[config.mk]
export PLATFORM = sky130hd
export DESIGN_NAME = sd_cmd_sequencer
export DESIGN_NICKNAME = d
export VERILOG_FILES = /design/src/rtl/sd_cmd_sequencer_pkg.sv /design/src/rtl/sd_bit_counter.sv /design/src/rtl/sd_cmd_sequencer.sv
export SDC_FILE = /design/constraint.sdc
export NUM_CORES = 1
export LEC_CHECK = 0
export BUFFER_PORTS_ARGS = -buffer_cell sky130_fd_sc_hd__buf_2
export CORE_ASPECT_RATIO = 1.75
export CORE_MARGIN = 3
export CORE_UTILIZATION = 55
export CTS_CLUSTER_DIAMETER = 200
export DETAILED_ROUTE_END_ITERATION = 7
export PLACE_DENSITY = 0.82
export SLEW_MARGIN = 5
export SYNTH_ARGS = -nofsm -noshare
export SYNTH_HDL_FRONTEND = slang
export SYNTH_SLANG_ARGS = --single-unit
export TNS_END_PERCENT = 50
[constraint.sdc]
create_clock -name iSD_clock -period 3.2 [get_ports iSD_clock]
set_input_delay 0.64 -clock iSD_clock [delete_from_list [all_inputs] [get_ports iSD_clock]]
set_output_delay 0.64 -clock iSD_clock [all_outputs]
set_load 0.02 [all_outputs]
[src/rtl/sd_cmd_sequencer_pkg.sv]
// Shared state encoding and default frame/response sizes for the SD CMD-line sequencer,
// its serializer/deserializer and the bit counter.
package sd_cmd_sequencer_pkg;

  localparam int unsigned FRAME_BITS_DEF  = 38;
  localparam int unsigned RESP_BITS_DEF   = 32;
  localparam int unsigned TURN_CYCLES_DEF = 2;
  localparam int unsigned TIMEOUT_DEF     = 64;
  localparam int unsigned CNT_W_DEF       = 8;

  typedef enum logic [2:0] {
    IDLE      = 3'd0,
    SEND      = 3'd1,
    TURN      = 3'd2,
    WAIT_RESP = 3'd3,
    RECEIVE   = 3'd4,
    DONE      = 3'd5
  } seqState_t;

endpackage

[src/rtl/sd_bit_counter.sv]
// Loadable down-counter with enable and a registered zero flag; it stops at zero instead of wrapping.
module sd_bit_counter #(
  parameter int unsigned CNT_W = 8
) (
  input  logic             iSD_clock,
  input  logic             iReset,
  input  logic             enable,
  input  logic             load,
  input  logic [CNT_W-1:0] loadValue,
  output logic             zero
);

  logic [CNT_W-1:0] count;

  always_ff @(posedge iSD_clock or negedge iReset) begin
    if (!iReset) begin
      count <= '0;
      zero  <= 1'b1;
    end else if (enable) begin
      if (load) begin
        count <= loadValue;
        zero  <= (loadValue == '0);
      end else if (!zero) begin
        count <= count - CNT_W'(1);
        zero  <= (count == CNT_W'(1));
      end
    end
  end

endmodule

[src/rtl/sd_cmd_sequencer.sv]
// Runs one SD command transaction on the CMD line: serial send, line turnaround,
// start-bit hunt with timeout, and parallel response capture.
module sd_cmd_sequencer
  import sd_cmd_sequencer_pkg::*;
#(
  parameter int unsigned FRAME_BITS  = FRAME_BITS_DEF,
  parameter int unsigned RESP_BITS   = RESP_BITS_DEF,
  parameter int unsigned TURN_CYCLES = TURN_CYCLES_DEF,
  parameter int unsigned TIMEOUT     = TIMEOUT_DEF,
  parameter int unsigned CNT_W       = CNT_W_DEF
) (
  input  logic                  iSD_clock,
  input  logic                  iReset,
  input  logic                  iEnable,
  input  logic                  iStart,
  input  logic                  iResp_expected,
  input  logic [FRAME_BITS-1:0] iParallel,
  input  logic                  iSerial,
  output logic                  oSerial,
  output logic                  oOutput_enable,
  output logic                  oBusy,
  output logic                  oComplete,
  output logic                  oTimeout,
  output logic [RESP_BITS-1:0]  oResponse
);

  seqState_t             state;
  logic [FRAME_BITS-1:0] frameReg;
  logic                  respExpected;
  logic                  cntLoad;
  logic [CNT_W-1:0]      cntLoadValue;
  logic                  cntZero;

  // Counter reload on each state entry; the loaded value is the cycles remaining after this one.
  always_comb begin
    cntLoad      = 1'b0;
    cntLoadValue = '0;
    case (state)
      IDLE: if (iStart) begin
        cntLoad      = 1'b1;
        cntLoadValue = CNT_W'(FRAME_BITS - 1);
      end
      SEND: if (cntZero && respExpected) begin
        cntLoad      = 1'b1;
        cntLoadValue = CNT_W'(TURN_CYCLES - 1);
      end
      TURN: if (cntZero) begin
        cntLoad      = 1'b1;
        cntLoadValue = CNT_W'(TIMEOUT - 1);
      end
      WAIT_RESP: if (!iSerial) begin
        cntLoad      = 1'b1;
        cntLoadValue = CNT_W'(RESP_BITS - 1);
      end
      default: ;
    endcase
  end

  sd_bit_counter #(.CNT_W(CNT_W)) bitCounter (
    .iSD_clock (iSD_clock),
    .iReset    (iReset),
    .enable    (iEnable),
    .load      (cntLoad),
    .loadValue (cntLoadValue),
    .zero      (cntZero)
  );

  always_ff @(posedge iSD_clock or negedge iReset) begin
    if (!iReset) begin
      state          <= IDLE;
      frameReg       <= '0;
      respExpected   <= 1'b0;
      oSerial        <= 1'b1;
      oOutput_enable <= 1'b0;
      oBusy          <= 1'b0;
      oComplete      <= 1'b0;
      oTimeout       <= 1'b0;
      oResponse      <= '0;
    end else if (iEnable) begin
      oComplete <= 1'b0;
      case (state)
        IDLE: begin
          oSerial        <= 1'b1;
          oOutput_enable <= 1'b0;
          if (iStart) begin
            // MSB goes out right away; the register keeps the bits still to send.
            frameReg       <= iParallel << 1;
            oSerial        <= iParallel[FRAME_BITS-1];
            oOutput_enable <= 1'b1;
            respExpected   <= iResp_expected;
            oTimeout       <= 1'b0;
            oBusy          <= 1'b1;
            state          <= SEND;
          end
        end
        SEND: begin
          if (cntZero) begin
            oSerial        <= 1'b1;
            oOutput_enable <= 1'b0;
            if (respExpected) begin
              state <= TURN;
            end else begin
              oComplete <= 1'b1;
              state     <= DONE;
            end
          end else begin
            oSerial  <= frameReg[FRAME_BITS-1];
            frameReg <= frameReg << 1;
          end
        end
        TURN: begin
          if (cntZero) state <= WAIT_RESP;
        end
        WAIT_RESP: begin
          if (!iSerial) begin
            state <= RECEIVE;
          end else if (cntZero) begin
            oTimeout  <= 1'b1;
            oComplete <= 1'b1;
            state     <= DONE;
          end
        end
        RECEIVE: begin
          oResponse <= {oResponse[RESP_BITS-2:0], iSerial};
          if (cntZero) begin
            oComplete <= 1'b1;
            state     <= DONE;
          end
        end
        DONE: begin
          oBusy <= 1'b0;
          state <= IDLE;
        end
        default: state <= IDLE;
      endcase
    end
  end

endmodule

==> flow_summary.toml <==
[timing]
min_period_over_period_pct = 65.9
finalHoldViolCount = 0
slew_headroom_pct = 52.3
rsz0062_at_grt = "no"
fin_skew_ps = 2.98
drv_slew = 0
timing.fmax_ghz = 0.474
min_period_ps = 2110
tightest_slew_ps = 715
setup_slack_ps = 1090
finalSetupViolations = 0
fin_tns_setup_ps = 0

[grt]
grt_first_pass_wirelength_um = 14100
grt_usage_pct = 21.0
grt_pass1_vias = 2963
overflow = 0
antenna_found_initial = 0
grt_max_degree = 74

[yosys]
syn-cell-area_sq_um = 4180
synth_edf_count = 0
synthArstFlopShare_pct = 100
synth_cells = 366
synth_area_leader_cell = "dfrtp_1"
synth.top_cell.area_share_pct = 50.9
synth_nets = 412
ys_ff_latch = 87
avgSynthCellArea_sq_um = 11.4
synthFlopType = "dfrtp_1"
synth.area.top_cells = "dfrtp_1 51%, mux2i_1 9.1%, mux2_2 8.9%"
yosysSeqAreaShare_pct = 52.1
ys_types = 60
yosysWarnings = 0

[layout]
final_common_cell = "dfrtp_1"
area_growth_pct = 17.5
nFillCells = 578
nNetsFinal = 485
insertedDiodeCount = 0
seq_area_sq_um = 2180
mostFrequentLayoutCells = "85 x dfrtp_1, 79 x buf_2, 42 x nand2_1"
drive_gt1_share_pct = 34.2
multiInputGateArea_sq_um = 1850

[placed_design]
gp_congestion = 0.852
post-place-ws_ps = 1080
port_buffers = 80
hpwl_um = 6040

[run_status]
status = "finished clean"

[floorplanning]
rows = 41
start_util_pct = 57.4
core_sq_um = 7280
die_area_sq_um = 8720
io_pins = 81
die_w_um = 71.9
die_y_um = 121

[cts]
clock_latency_ps = 330
cts_hold_buf = 0
cts_resized = 0
cts_max_level = 3
cts_tree = "yes"
cts.sinks = 87
clock_path_buffers = 2
cts_setup_buffers = 0
numCtsBuffers = 9
cts.clk_slew.worst_paths_ps = 60
clock-root-buffer = "clkbuf_16"

[drt]
dr.first_iter.drc_count = 120
postRouteAntennaNets = 0
via_per_inst = 5.55
wl_um = 8670
drtPass1Iterations = 4
vias = 2939
wl_per_cell_um = 16.4
drc = 0

[setup_path]
required_ps = 3390
cp.arrival_ps = 2290
cp-end-kind = "flip-flop"
start_kind = "flip-flop"
path_class = "reg2reg"
critPathMaxFanout = 40

[pwr]
power.density_nw_per_um2 = 913
ir_drop_mv = 0.646
p_leak_uw = 0.00245

[hold_path]
hold_class = "in2async"

[run]
maxCapViolations = 0
worst max-delay path: stages (launching register included):
cell and delay (ps):
dfrtp_1 740, nor3b_4 280, buf_4 540, mux2i_1 280, o21ai_0 100
path summary, 6_finish.rpt:
check,cells past startpoint,start,slack (ps),endpoint
max,4,state[0],1090,frameReg[9]
min,1,iReset,310,bitCounter.count[2]
max reg2reg,4,state[0],1090,frameReg[9]
min reg2reg,1,oOutput_enable,470,oOutput_enable
max in group asynchronous,2,iReset,2180,oResponse[5]
min in group iSD_clock,1,oOutput_enable,470,oOutput_enable
metrics by stage:
step / instance area, sq um / hold WS (ps) / utilization, % / power, uW / std cells
floorplan: 4180 / 344 / - / 3090 / 366
global placement: 4620 / 457 / 63.4 / 3390 / 514
detailed placement: 4620 / 462 / 63.4 / 3480 / 514
CTS: 4910 / 323 / 67.4 / 4520 / 530
global route: 4910 / 348 / 67.4 / 4800 / 530
finish: 4910 / 314 / 67.4 / 4490 / 530
sequential cells by signal, indices dropped and copies added, names as in the netlist:
signal / flops
frameReg: 37
oResponse: 32
bitCounter.count: 8
state: 3
bitCounter.zero: 1
oBusy: 1
oComplete: 1
oOutput_enable: 1
oSerial: 1
oTimeout: 1
respExpected: 1
Yosys cell counts (all sizes together) (2+ instances only):
| cell type | n |
|---|---|
| o21a | 3 |
| dfstp | 2 |
| mux2i | 38 |
| and3 | 2 |
| nand2 | 43 |
| o21ai | 44 |
| nor2b | 5 |
| o31ai | 2 |
| nand3b | 2 |
| clkbuf | 8 |
| nor4 | 3 |
| a211oi | 3 |
| nor2 | 12 |
| a221oi | 2 |
| o2bb2ai | 2 |
| mux2 | 35 |
| nor3 | 3 |
| nand3 | 2 |
| dfrtp | 85 |
| a31oi | 3 |
| a21oi | 15 |
| nand2b | 8 |
| nor3b | 5 |
| ha | 2 |
| inv | 7 |
| buf | 15 |
power breakdown:
part | switching [uW] | internal (uW) | total [uW]
clock | 416 | 607 | 1020
combinational | 916 | 739 | 1660
sequential | 365 | 1440 | 1810
layer usage:
| metal | vias to the layer above | part of all wire [%] | global-route usage [%] |
|---|---|---|---|
| met1 | 1394 | 39 | 23.7 |
| met4 | 0 | 3.2 | 10.4 |
| met5 | - | 0 | 0 |
| li1 | 1447 | - | - |
| met3 | 21 | 3.5 | 4.48 |
| met2 | 77 | 54 | 36.8 |
layout make-up:
class | count | share of cell area, %
inverters | 8 | 0.891
repair buffers | 85 | 8.97
well taps | 86 | 2.19
clock inverters | 5 | 1.17
clock buffers | 11 | 4.74
flip-flops and latches | 87 | 44.4
multi-input cells | 248 | 37.7
cell families after synthesis:
group	share of synthesized area [%]
adder cells (fa/ha/maj)	0.599
AO/OA/AOI/OAI	13.7
flip-flops	52.1
AND/OR/NAND/NOR	10.8
buffers and inverters	4.07
multiplexers	18.6
Power figures use the tool's default switching activity.
